### src/rtl/button_event_queue.sv
// Button event queue: turns rising edges of per-button down/up/short/long pulses
// into 8-bit event words, arbitrates them one per cycle into a show-ahead FIFO.
module button_event_queue #(
  parameter int NUM_BTN    = 4,
  parameter int FIFO_DEPTH = 16
) (
  input  logic                          clk,
  input  logic                          rstn,
  input  logic                          en,
  input  logic [NUM_BTN-1:0]            btn_down,
  input  logic [NUM_BTN-1:0]            btn_up,
  input  logic [NUM_BTN-1:0]            btn_shrt,
  input  logic [NUM_BTN-1:0]            btn_long,
  output logic                          evt_valid,
  output logic [7:0]                    evt_data,
  input  logic                          evt_rd,
  output logic [$clog2(FIFO_DEPTH):0]   evt_count,
  output logic                          ovf,
  input  logic                          ovf_clr,
  output logic                          irq
);

  localparam int NSRC = 4 * NUM_BTN;
  localparam int AW   = $clog2(FIFO_DEPTH);
  localparam int CW   = AW + 1;

  // Source index 4*button+type is exactly the event word, so the encoder
  // output doubles as the FIFO write data.
  function automatic logic [7:0] first_set(input logic [NSRC-1:0] v);
    logic [7:0] idx;
    idx = 8'h00;
    for (int i = NSRC - 1; i >= 0; i--) begin
      if (v[i]) idx = 8'(i);
    end
    return idx;
  endfunction

  function automatic logic [NSRC-1:0] lowest_bit(input logic [NSRC-1:0] v);
    return v & (~v + NSRC'(1));
  endfunction

  logic [NSRC-1:0] src_p0;
  logic [NSRC-1:0] src_p1;
  logic [NSRC-1:0] rise_p0;
  logic [NSRC-1:0] drop_p0;
  logic [NSRC-1:0] pend_p1;
  logic [NSRC-1:0] grant_p1;
  logic [7:0]      wr_data_p1;
  logic            wr_req_p1;
  logic            wr_acc_p1;
  logic            wr_rej_p1;
  logic            pop;
  logic            full;

  logic [7:0]      mem [FIFO_DEPTH];
  logic [AW-1:0]   wr_ptr;
  logic [AW-1:0]   rd_ptr;
  logic [CW-1:0]   count;

  always_comb begin
    src_p0 = '0;
    for (int b = 0; b < NUM_BTN; b++) begin
      src_p0[4*b + 0] = btn_down[b];
      src_p0[4*b + 1] = btn_up[b];
      src_p0[4*b + 2] = btn_shrt[b];
      src_p0[4*b + 3] = btn_long[b];
    end
  end

  // Stage p0 -> p1: edge detect into pending bits
  assign rise_p0 = src_p0 & ~src_p1 & {NSRC{en}};
  assign drop_p0 = rise_p0 & pend_p1;

  always_ff @(posedge clk or negedge rstn) begin
    if (!rstn) begin
      src_p1  <= '0;
      pend_p1 <= '0;
    end else begin
      src_p1  <= src_p0;
      pend_p1 <= (pend_p1 & ~grant_p1) | (rise_p0 & ~pend_p1);
    end
  end

  // Stage p1 -> FIFO: fixed-priority arbitration, one write per cycle
  assign grant_p1   = lowest_bit(pend_p1);
  assign wr_data_p1 = first_set(pend_p1);
  assign wr_req_p1  = |pend_p1;
  assign full       = (count == CW'(FIFO_DEPTH));
  assign pop        = evt_rd & evt_valid;
  assign wr_acc_p1  = wr_req_p1 & (~full | pop);
  assign wr_rej_p1  = wr_req_p1 & full & ~pop;

  always_ff @(posedge clk) begin
    if (wr_acc_p1) mem[wr_ptr] <= wr_data_p1;
  end

  always_ff @(posedge clk or negedge rstn) begin
    if (!rstn) begin
      wr_ptr <= '0;
      rd_ptr <= '0;
      count  <= '0;
      ovf    <= 1'b0;
    end else begin
      if (wr_acc_p1) wr_ptr <= wr_ptr + AW'(1);
      if (pop)       rd_ptr <= rd_ptr + AW'(1);
      case ({wr_acc_p1, pop})
        2'b10:   count <= count + CW'(1);
        2'b01:   count <= count - CW'(1);
        default: count <= count;
      endcase
      // A new loss in the same cycle as a clear keeps the flag set.
      if ((|drop_p0) || wr_rej_p1) ovf <= 1'b1;
      else if (ovf_clr)            ovf <= 1'b0;
    end
  end

  assign evt_valid = (count != '0);
  assign evt_data  = evt_valid ? mem[rd_ptr] : 8'h00;
  assign evt_count = count;
  assign irq       = evt_valid;

endmodule

### config.mk
export PLATFORM = sky130hd
export DESIGN_NAME = button_event_queue
export DESIGN_NICKNAME = d
export VERILOG_FILES = /design/src/rtl/button_event_queue.sv
export SDC_FILE = /design/constraint.sdc
export NUM_CORES = 1
export LEC_CHECK = 0
export BUFFER_PORTS_ARGS = -buffer_cell sky130_fd_sc_hd__buf_2
export CAP_MARGIN = 10
export CORE_AREA = 3 3 114 116
export CTS_BUF_LIST = sky130_fd_sc_hd__clkbuf_4
export DETAILED_ROUTE_END_ITERATION = 7
export DIE_AREA = 0 0 117 119
export SLEW_MARGIN = 20
export SYNTH_ARGS = -nofsm -noshare
export SYNTH_HDL_FRONTEND = slang
export SYNTH_SLANG_ARGS = --single-unit
export TNS_END_PERCENT = 1
### constraint.sdc
create_clock -name clk -period 2.5 [get_ports clk]
set_input_delay 0.25 -clock clk [delete_from_list [all_inputs] [get_ports clk]]
set_output_delay 0.25 -clock clk [all_outputs]
set_load 0.1 [all_outputs]
* After elaboration in Yosys (flattened, before gate mapping)
Memories as Yosys holds them, arrays and structs flattened.
Index checks and enable logic that the tools add are counted.
** Storage, ports and cells
- Latch bits :: 0
- Logic and storage cells :: 60
- Memories :: 1
- ROM bits :: 0
- Output and inout bits :: 16
- Flip-flop bits (word level) :: 46
- Input bits :: 21
- RAM bits :: 128
** Cells by class
- Add/sub/neg operators :: 5
- Bitwise gates (word level) :: 17
- Reductions and logical operators :: 6
- $mul :: 0
- Shift-type cells :: 0
- Equality and inequality tests :: 3
- Divide/modulo/power cells :: 0
- Muxes and demuxes :: 22
- Magnitude comparators :: 0
** Memories
- mem :: words 16, bits a word 8, rd ports 1, clocked after Yosys merged registers in 0, wr ports 1, line 55 : logic [7:0] mem [FIFO_DEPTH];
** Operators by type and width (number)
- 8-bit 2-to-1 mux :: 14
- 16-bit AND :: 6
- 16-bit inverter :: 3
- 16-bit OR reduction :: 2
- 16-bit by 1-bit adder with 16-bit output, second input constant :: 1
- 16-bit OR :: 1
- 4-bit 2-to-1 mux :: 3
- 5-bit one-hot mux with 2 select lines :: 1
- 4-bit by 1-bit adder with 4-bit output, second input constant :: 2
- 5-bit by 1-bit adder with 5-bit output, second input constant :: 1
- 5-bit equality test, second input constant :: 1
- 5-bit nonzero test :: 1
- 5-bit by 1-bit subtractor with 5-bit output, second input constant :: 1
- 1-bit AND :: 4
- 1-bit 2-to-1 mux :: 4
- 2-bit nonzero test :: 2
- 2-bit by 1-bit equality test with 1-bit output, second input constant :: 1
- 2-bit equality test, second input constant :: 1
- 1-bit inverter :: 2
- 1-bit logical OR :: 1
- 1-bit OR :: 1

* Depth between registers and ports, before layout
Gate-level depths: netlist of run 1.
- Depth in word-level cells :: 16
- Gate-level depth with buffers :: 11
- Depth with buffers taken out :: 10

* Least setup slack after synthesis of run 1
OpenSTA, ideal clock, no wires.
- Kind :: register to register
- Start :: register count[1] (netlist: evt_count[1])
- End :: register count[4] (netlist: evt_count[4])
- Data required time :: 2.336 ns
- Clock period less this slack :: 3.140 ns
- Data arrival time :: 2.976 ns
- Cell stages (with the launch flop) :: 11
- Slack :: -0.640 ns
- Cell sequence :: dfrtp_1 or4_4 o21ai_2 or2_1 inv_1 ha_1 nor2b_1 o21a_1 o21ai_0 o32ai_1 xor2_1
** On the way
- Cells in the longest elaborated chain, start to end :: 6
** Ends and longest elaborated chain
- start, declared :: line 58 : logic [CW-1:0] count;
- start signal, assigned :: line 107 : 2'b10: count <= count + CW'(1);
- start signal, assigned :: line 108 : 2'b01: count <= count - CW'(1);
- start signal, assigned :: line 109 : default: count <= count;
- 5-bit nonzero test or 5-bit equality test (tied branches) :: line 117, 88
- 1-bit AND or 1-bit inverter (tied branches) :: line 89, 90
- 1-bit OR :: line 90 : assign wr_acc_p1 = wr_req_p1 & (~full | pop);
- 1-bit AND :: line 90
- 2-bit by 1-bit equality test with 1-bit output or 2-bit equality test (tied branches) :: line 106 : case ({wr_acc_p1, pop})
- 5-bit one-hot mux with 2 select lines or 2-bit nonzero test (tied branches)
Parallel ways exist; a longest one is shown, timed or not.
A chain may end at the register's enable or synchronous reset.

* Worst setup path after layout of run 1
- Start :: register rd_ptr[0]
- End :: output evt_data[1]
** On the way
- Cells in the longest elaborated chain, start to end :: 2
** Ends and longest elaborated chain
- start, declared :: line 57 : logic [AW-1:0] rd_ptr;
- start signal, assigned :: line 105 : if (pop) rd_ptr <= rd_ptr + AW'(1);
- memory read 16 x 8 bit
- 8-bit 2-to-1 mux :: line 118 : assign evt_data = evt_valid ? mem[rd_ptr] : 8'h00;
- end, declared :: line 15 : output logic [7:0] evt_data,
No other way between the ends.

==> results of run 1 <==
[what timing repair did]
action,CTS,global route
hold endpoints to repair,39,0
cloned,1,0
endpoints found under the setup margin,5,25
gates resized for setup,22,15
hold buffers,17,0
setup buffers,3,0
[area by class of cell]
cell class	count	area [sq um]	area share (%)
sequential	110	3084	53.17
multi-input combinational	190	1693	29.18
timing repair buffer	80	660.6	11.39
tap	147	183.9	3.171
clock buffer	9	67.56	1.165
clock inverter	7	56.30	0.9707
inverter	14	55.05	0.9491
[power groups by stage]
stage | Combinational, mW | Clock [mW] | Sequential [mW]
floorplan | 2.01 | 0 | 3.00
global placement | 3.04 | 0 | 2.71
detailed placement | 3.08 | 0 | 2.73
CTS | 3.57 | 0.846 | 2.70
global route | 3.74 | 0.908 | 2.74
finish | 3.51 | 0.806 | 2.70
[kinds of logic after synthesis]
logic type / Yosys count / synth area share [%]
buffers and inverters: 30 / 2.947
adder cells (fa/ha/maj): 9 / 2.504
other: 1 / 0.07817
XOR/XNOR: 11 / 2.400
multiplexers: 25 / 10.49
AND/OR/NAND/NOR: 98 / 11.95
AO/OA/AOI/OAI: 43 / 5.582
flip-flops: 110 / 64.06
[flip-flops by register name, indices dropped and copies added, names as in the netlist]
| register | flops |
|---|---|
| mem | 64 |
| ovf | 1 |
| pend_p1 | 16 |
| src_p1 | 16 |
| rd_ptr | 4 |
| wr_ptr | 4 |
| evt_count | 5 |
[tightest hold or removal path, delay by kind of cell]
family | cells | cell delay [ns]
compound gates | 1 | 0.07
simple gates | 1 | 0.08
buf+inv | 2 | 0.16
[path summary, 6_finish.rpt]
kind	startpoint	to
min in group asynchronous	rstn	pend_p1[15]$_DFF_PN0_
hold reg to reg	src_p1[0]$_DFF_PN0_	pend_p1[0]$_DFF_PN0_
setup / recovery	rd_ptr[0]$_DFFE_PN0P_	evt_data[1]
max in group asynchronous	rstn	pend_p1[7]$_DFF_PN0_
setup reg to reg	evt_count[2]$_DFFE_PN0P_	evt_count[4]$_DFFE_PN0P_
hold / removal	ovf_clr	ovf$_DFFE_PN0P_
[cells in the final DEF, fill, tap and decap left out, types with 4 or more instances in the layout]
cell type | Yosys | layout
and2_1 | 17 | 13
mux4_2 | 20 | 20
a31oi_1 | 4 | 4
edfxtp_1 | 64 | 64
a21oi_1 | 8 | 7
dlygate4sd3_1 | 0 | 17
nor3_1 | 4 | 4
buf_2 | 2 | 26
o21ai_0 | 15 | 14
nor2_1 | 14 | 14
and3b_1 | 4 | 4
nand4b_1 | 5 | 5
clkbuf_4 | 0 | 9
buf_12 | 0 | 6
nand2_1 | 18 | 18
xnor2_1 | 9 | 9
inv_1 | 14 | 13
nand4_1 | 5 | 5
nand3b_1 | 9 | 9
dfrtp_1 | 46 | 41
and2_2 | 0 | 4
buf_4 | 5 | 29
nor2b_4 | 0 | 4
nor4_2 | 0 | 4
ha_1 | 8 | 7
conb_1 | 1 | 4
[synthesized netlist by cell type, types with 2 or more instances]
master	count	area share (%)
a21oi_1	8	0.83
a31oi_1	4	0.52
and2_1	17	2.2
and3_1	2	0.26
and3b_1	4	0.73
buf_1	3	0.23
buf_2	2	0.21
buf_4	5	0.78
clkbuf_1	5	0.39
dfrtp_1	46	24
edfxtp_1	64	40
ha_1	8	2.1
inv_1	14	1.1
mux2_1	2	0.47
mux2i_1	3	0.63
mux4_2	20	9.4
nand2_1	18	1.4
nand2b_1	2	0.26
nand3b_1	9	1.4
nand4_1	5	0.65
nand4b_1	5	0.91
nor2_1	14	1.1
nor2b_1	7	0.91
nor3_1	4	0.42
nor3b_1	2	0.31
nor4_1	4	0.52
o2111ai_1	3	0.55
o21ai_0	15	1.6
o31ai_1	2	0.31
xnor2_1	9	1.6
[metal layers]
| metal | GRT usage [%] | wire, um | vias up |
|---|---|---|---|
| li1 | - | - | 1372 |
| met1 | 18.62 | 4226 | 1367 |
| met2 | 23.44 | 4630 | 50 |
| met3 | 3.404 | 258 | 11 |
| met4 | 4.659 | 154 | 0 |
| met5 | 0 | 0 | - |
==> impl_metrics.yaml, run 1 <==
run_status:
  outcome: "complete, but fails checks"
  violations: "negative setup slack"
global_route:
  grt_pass1_wl_mm: 15.17
  grt_max_degree: 25
  overflow: 0
  antenna_found_initial: 0
  grtUsageTotal_pct: 14.30
  grt_pass1_vias: 2926
power:
  intPower_mw: 4.104
  power.share.clock_pct: 11.5
  swShare_pct: 41.52
  power.density_mw_per_mm2: 1210
  power_mw: 7.017
  combinationalPowerShare_pct: 50.1
  switching_power_mw: 2.913
  peakVddDrop_uv: 417.5
  p_leak_nw: 2.231
  seqPwrFrac_pct: 38.4
sta:
  hold_viol_final: 0
  rsz0062_at_grt: "true"
  skew_ns: 0.01917
  worstMarginPinSlew_ns: 0.5163
  relSlewSlack_pct: 65.58
  maxSlewViolCount: 0
  finalCritPeriodShare_pct: 106.5
  min_period_ns: 2.664
  finalHoldWorstSlack_ns: 0.1420
  fmax_mhz: 375.4
  fin_ws_ns: -0.1635
  setup_viol: 4
  fin_setup_tns_ns: -0.5341
job:
  drv_cap: 0
floorplan:
  core_sq_mm: 0.01201
  start_util_pct: 39.94
  die_area_sq_mm: 0.01392
  die_width_um: 117
  die_h_um: 119
  num_rows: 40
  num_io_pins: 37
setup_path:
  cp.depth: 5
  cp_max_fo: 9
  rrSetupSlack_ns: 0.03
  crit_required_ns: 2.25
  start_kind: "flop"
  crit_path_max_incr_delay_ns: 0.55
  path_class: "flop to output port"
  path_cells: "buf_12, mux4_2, mux4_2, nor2b_4, buf_12"
  slowest_stage: "mux4_2"
  cp_top_family: "multiplexers"
  endpoint_kind: "output port"
  rr_worst_depth: 9
  timing.critical_path.buf_inv: 2
  arrival_ns: 2.41
final_layout:
  num-fill-cells: 1049
  drive_above_1_share_pct: 30.73
  area_growth_pct: 20.92
  antennaDiodeCount: 0
  utilization_pct: 48.29
  final_cells: 557
  final_design_area_no_fill_sq_mm: 0.005801
  final_nets: 435
clocking:
  path_clk_slew_ns: 0.16
  clock_latency_ns: 0.47
  clock_path_buffers: 2
  cts_tree: "yes"
  cts_root_buffer: "clkbuf_4"
  clock_sinks: 110
  htree_levels: 3
  cts_buffers: 9
place:
  port_buffers: 32
  place_ws_ns: 0.04946
  dpl.cell_count: 521
  placed_area_sq_mm: 0.005345
  hpwl_mm: 6.607
  globalplace.congestion: 0.8442
routing:
  wire_per_inst_um: 16.64
  drtIter0Drc: 180
  vias_per_cell: 5.027
  wl_mm: 9.270
  postRouteAntennaNets: 0
  drc: 0
  vias: 2800
  first_pass_iters: 4
logic_synthesis:
  netlist_instances: 327
  syn_avg_cell_area_sq_um: 14.67
  synth_edf_count: 64
  ys.flop_type: "edfxtp_1"
  syn_area_sq_mm: 0.004797
  synth-seq-area-share_pct: 64.06
  synth-seq-cells: 110
  yosysWarningCount: 0
  async_flop_share_pct: 41.82
  post_synth_num_cell_types: 51
worst_hold_path:
  hold_depth: 4
  min_path_type: "input pin to flop"
Note: power is estimated with default switching activity, not from simulation.
==> inputs of run 2 (changes only) <==
--- a/config.mk
+++ b/config.mk
@@ -11,6 +11,7 @@
 export CTS_BUF_LIST = sky130_fd_sc_hd__clkbuf_4
 export DETAILED_ROUTE_END_ITERATION = 7
 export DIE_AREA = 0 0 117 119
+export SETUP_SLACK_MARGIN = 0.5
 export SLEW_MARGIN = 20
 export SYNTH_ARGS = -nofsm -noshare
 export SYNTH_HDL_FRONTEND = slang
==> run 2 against run 1 <==
Net effect:
- the flow still finishes with violations (negative setup slack)
- critical endpoint is now evt_data[2]
- cell count increased by 0.18%
- sequential cell count unchanged
- non-clock buffer count is 1 higher
- sequential share of layout area decreased by 1.9 points
==> impl_metrics.yaml, run 2 (synthesized netlist as in run 1, its figures left out) <==
power:
  peakVddDrop_uv: 417.8
  p_leak_nw: 2.313
  power.density_mw_per_mm2: 1214
routing:
  postRouteAntennaNets: 0
  wl_mm: 9.439
  vias_per_cell: 5.088
  drc: 0
  wire_per_inst_um: 16.92
  drtIter0Drc: 224
  first_pass_iters: 4
  vias: 2839
place:
  port_buffers: 32
  globalplace.congestion: 0.8442
  dpl.cell_count: 521
  hpwl_mm: 6.607
clocking:
  cts_root_buffer: "clkbuf_4"
  cts_buffers: 9
  clock_latency_ns: 0.47
  path_clk_slew_ns: 0.16
  clock_sinks: 110
  htree_levels: 3
  cts_tree: "yes"
  clock_path_buffers: 2
floorplan:
  die_area_sq_mm: 0.01392
  start_util_pct: 39.94
  num_rows: 40
  num_io_pins: 37
  die_h_um: 119
  die_width_um: 117
  core_sq_mm: 0.01201
final_layout:
  largestRegisters: "mem (64), pend_p1 (16), src_p1 (16)"
  largest_register_ff_count: 64
  final_cell_mix: "edfxtp_1, dfrtp_1, buf_2, buf_4, mux4_2"
  final_common_cell: "edfxtp_1"
  area_growth_pct: 25.38
  final_nets: 436
  antennaDiodeCount: 0
  final_cells: 558
  drive_above_1_share_pct: 37.96
  max_flop_register: "mem"
setup_path:
  start_kind: "flop"
  crit_required_ns: 2.25
  path_cells: "buf_12, buf_16, mux4_2, mux4_2, nor2b_4, buf_12"
  slowest_stage: "mux4_2"
  cp_top_family: "multiplexers"
  crit_path_max_incr_delay_ns: 0.51
  timing.critical_path.buf_inv: 3
  cp_max_fo: 8
  path_class: "flop to output port"
  endpoint_kind: "output port"
  arrival_ns: 2.45
sta:
  rsz0062_at_grt: "true"
  finalCritPeriodShare_pct: 107.9
  min_period_ns: 2.697
  setup_viol: 4
  skew_ns: 0.02079
  fmax_mhz: 370.8
  maxSlewViolCount: 0
  fin_setup_tns_ns: -0.7046
  hold_viol_final: 0
  worstMarginPinSlew_ns: 0.5115
  fin_ws_ns: -0.1967
  relSlewSlack_pct: 65.90
global_route:
  grt_pass1_wl_mm: 15.45
  antenna_found_initial: 0
  grt_pass1_vias: 2993
  overflow: 0
  grt_max_degree: 25
  grtUsageTotal_pct: 14.54
worst_hold_path:
  min_path_type: "input pin to flop"
run_status:
  violations: "negative setup slack"
  outcome: "complete, but fails checks"
job:
  drv_cap: 0
-- run 2: final timing paths --
| path | from | endpoint | slack (ns) | depth (start not counted) |
|---|---|---|---|---|
| min in group asynchronous | rstn | pend_p1[15]$_DFF_PN0_ | 0.27 | 2 |
| hold reg to reg | src_p1[0]$_DFF_PN0_ | pend_p1[0]$_DFF_PN0_ | 0.44 | 1 |
| setup reg to reg | evt_count[2]$_DFFE_PN0P_ | evt_count[4]$_DFFE_PN0P_ | 0.05 | 10 |
| max in group asynchronous | rstn | pend_p1[7]$_DFF_PN0_ | 1.53 | 3 |
| setup / recovery | rd_ptr[0]$_DFFE_PN0P_ | evt_data[2] | -0.20 | 6 |
| hold / removal | ovf_clr | ovf$_DFFE_PN0P_ | 0.14 | 4 |
-- run 2: final cells by class --
class	instances	area, sq um
clock buffer	9	67.56
multi-input combinational	190	1851
inverter	14	55.05
fill	1030	5997
clock inverter	7	56.30
timing repair buffer	81	716.9
sequential	110	3084
tap	147	183.9
-- run 2: layer usage --
layer | track usage [%] | vias to the layer above | part of all wire (%)
li1 | - | 1377 | -
met2 | 23.97 | 53 | 51
met5 | 0 | - | 0
met3 | 3.557 | 15 | 3.0
met4 | 4.946 | 0 | 2.1
met1 | 18.63 | 1394 | 44
-- run 2: what timing repair did --
action / in CTS / in global routing
setup endpoints to repair: 85 / 95
hold buffers: 17 / 0
pin swaps: 21 / 15
gates resized for setup: 76 / 10
setup buffers: 3 / 0
gates cloned: 1 / 0
endpoints found under the hold margin: 39 / 0
-- run 2: worst register-to-register path, stage by stage, from the launching register on --
cell	delay, ns
dfrtp_4	0.50
or4_4	0.58
o21ai_4	0.15
or2_4	0.17
inv_4	0.05
ha_4	0.22
nor2b_1	0.12
o21a_1	0.19
o21ai_2	0.13
o32ai_2	0.08
xor2_1	0.14
-- run 2: power by group --
group	leakage [nW]	internal [mW]	total, mW	switching (mW)
sequential	1.11	2.46	2.73	0.275
clock	0.0678	0.219	0.807	0.588
combinational	1.13	1.61	3.76	2.15
total	2.31	4.29	7.30	3.01
-- run 2: through the flow --
step	total power, mW	hold slack, ns	area (sq um)	utilization [%]	worst slack (ns)
finish	7.302	0.1440	6015	50.07	-0.1967
global route	7.693	0.1448	6015	50.07	-0.2858
CTS	7.322	0.1025	5962	49.64	-0.2345
detailed placement	5.811	0.2587	5345	44.50	0.04946
global placement	5.753	0.2601	5345	44.50	0.08803
floorplan	5.010	-0.04559	4861	-	-0.2422
==> inputs of run 3 (changes only) <==
==> constraint.sdc (replaced) <==
create_clock -name clk -period 2.9 [get_ports clk]
set_input_delay 0.29 -clock clk [delete_from_list [all_inputs] [get_ports clk]]
set_output_delay 0.29 -clock clk [all_outputs]
set_load 0.1 [all_outputs]
==> run 3 against run 2 <==
Net effect:
- the flow now finishes without violations
- register-to-register slack improved by 0.24 ns
- die area stayed put
- clock skew is 0.0017 ns higher
- non-clock buffer count down 16
- combinational power decreased by 21%
- clock power shrank 2%
- sequential power decreased by 13%
- setup slack improved by 0.34 ns
- cell area decreased by 5.0%
- via count fell by 1.8%
- highest routed layer unchanged
==> impl_metrics.yaml, run 3 (synthesized netlist as in run 1, its figures left out) <==
run_status:
  outcome: "finished clean"
job:
  drv_cap: 0
floorplan:
  die_width_um: 117
  start_util_pct: 39.94
  die_h_um: 119
  die_area_sq_mm: 0.01392
  num_rows: 40
  core_sq_mm: 0.01201
  num_io_pins: 37
clocking:
  cts_tree: "yes"
  clock_sinks: 110
  htree_levels: 3
  cts_root_buffer: "clkbuf_4"
  clock_latency_ns: 0.46
  path_clk_slew_ns: 0.16
  clock_path_buffers: 2
  cts_buffers: 9
routing:
  vias: 2789
  first_pass_iters: 4
  vias_per_cell: 5.146
  drtIter0Drc: 115
  postRouteAntennaNets: 0
  wire_per_inst_um: 17.26
  wl_mm: 9.353
  drc: 0
final_layout:
  largest_register_ff_count: 64
  final_common_cell: "edfxtp_1"
  final_nets: 420
  antennaDiodeCount: 0
  max_flop_register: "mem"
  drive_above_1_share_pct: 26.58
  final_cell_mix: "edfxtp_1, dfrtp_1, buf_2"
  area_growth_pct: 19.17
  largestRegisters: "mem (64), pend_p1 (16), src_p1 (16)"
setup_path:
  rr_worst_depth: 5
  path_cells: "buf_6, buf_16, mux4_2, mux4_2, nor2b_4, buf_12"
  cpMostUsedCell: "mux4_2"
  path_class: "flop to output port"
  endpoint_kind: "output port"
  start_kind: "flop"
  crit_path_max_incr_delay_ns: 0.50
  slowest_stage: "mux4_2"
  crit_required_ns: 2.61
  arrival_ns: 2.47
  cp_max_fo: 7
sta:
  fmax_mhz: 362.7
  relSlewSlack_pct: 37.72
  worstMarginPinSlew_ns: 0.9342
  hold_viol_final: 0
  fin_ws_ns: 0.1430
  maxSlewViolCount: 0
  finalCritPeriodShare_pct: 95.07
  min_period_ns: 2.757
  rsz0062_at_grt: "true"
  setup_viol: 0
  fin_setup_tns_ns: 0
  skew_ns: 0.02245
worst_hold_path:
  min_path_type: "input pin to flop"
  hold_depth: 4
place:
  globalplace.congestion: 0.8239
  place_ws_ns: 0.3283
  hpwl_mm: 6.596
  port_buffers: 32
global_route:
  grt_pass1_vias: 2917
  grt_max_degree: 42
  grt_pass1_wl_mm: 15.48
  overflow: 0
  antenna_found_initial: 0
  grtUsageTotal_pct: 14.73
power:
  peakVddDrop_uv: 465.0
  power.density_mw_per_mm2: 1072
  p_leak_nw: 2.169
run 3: cell count changes in the layout (fill, tap and decap cells not counted), moves of 3 or more:
| cell | delta |
|---|---|
| nor4_1 | +4 |
| and2_4 | -17 |
| nand2_1 | +3 |
| nor4_2 | -3 |
| buf_12 | -3 |
| and2_1 | +17 |
| buf_4 | -15 |
run 3: layer usage:
metal  vias up  GRT usage [%]  share of wire, %
met4         0          3.943               1.4
met1      1376          18.65                43
li1       1349              -                 -
met2        53          24.64                52
met5         -              0                 0
met3        11          4.217               3.5
run 3: critical path: cells and delay by family, from the launching register on:
kind | cells | cell delay [ns]
muxes | 2 | 0.99
buffers and inverters | 3 | 0.42
DFF | 1 | 0.45
and+or+nand+nor | 1 | 0.15
run 3: final cells by class:
class | instances | area [sq um]
Clock buffer | 10 | 75.07
Clock inverter | 6 | 76.32
Fill cell | 1054 | 6295
Inverter | 14 | 58.81
Multi-Input combinational cell | 190 | 1668
Sequential cell | 110 | 3084
Tap cell | 147 | 183.9
Timing Repair Buffer | 65 | 570.5
run 3: power breakdown:
part	total (mW)	switching, mW	internal, mW	leakage, nW
clock	0.790	0.502	0.288	0.0771
sequential	2.38	0.257	2.12	1.11
combinational	2.96	1.74	1.22	0.979
total	6.13	2.50	3.63	2.17
run 3: worst paths after layout:
kind	startpoint	endpoint	slack, ns
worst max-delay path	rd_ptr[0]$_DFFE_PN0P_	evt_data[2]	0.14
worst min-delay path	ovf_clr	ovf$_DFFE_PN0P_	0.19
worst max register to register	evt_count[2]$_DFFE_PN0P_	mem[14][1]$_DFFE_PP_	0.29
worst min register to register	src_p1[0]$_DFF_PN0_	pend_p1[0]$_DFF_PN0_	0.44
max in group asynchronous	rstn	evt_count[2]$_DFFE_PN0P_	1.73
min in group asynchronous	rstn	rd_ptr[2]$_DFFE_PN0P_	0.49
run 3: timing repair:
action | in CTS | in global routing
gates resized for setup | 26 | 0
setup endpoints to repair | 26 | 54
pin swaps | 0 | 0
hold endpoints to repair | 56 | 0
buffers inserted | 3 | 0
gates cloned | 2 | 0
hold buffers | 17 | 0
run 3: through the flow:
stage | hold slack (ns) | area [sq um] | total power, mW | util, % | std cells
4_1_cts | 0.1517 | 5717 | 6.214 | 47.59 | 542
6_report | 0.1942 | 5717 | 6.127 | 47.59 | 542
3_3_place_gp | 0.4112 | 5216 | 4.876 | 43.43 | 503
5_1_grt | 0.1494 | 5717 | 6.479 | 47.59 | 542
3_5_place_dp | 0.4139 | 5224 | 4.942 | 43.49 | 504
2_1_floorplan | -0.005591 | 4871 | 4.326 | - | 330
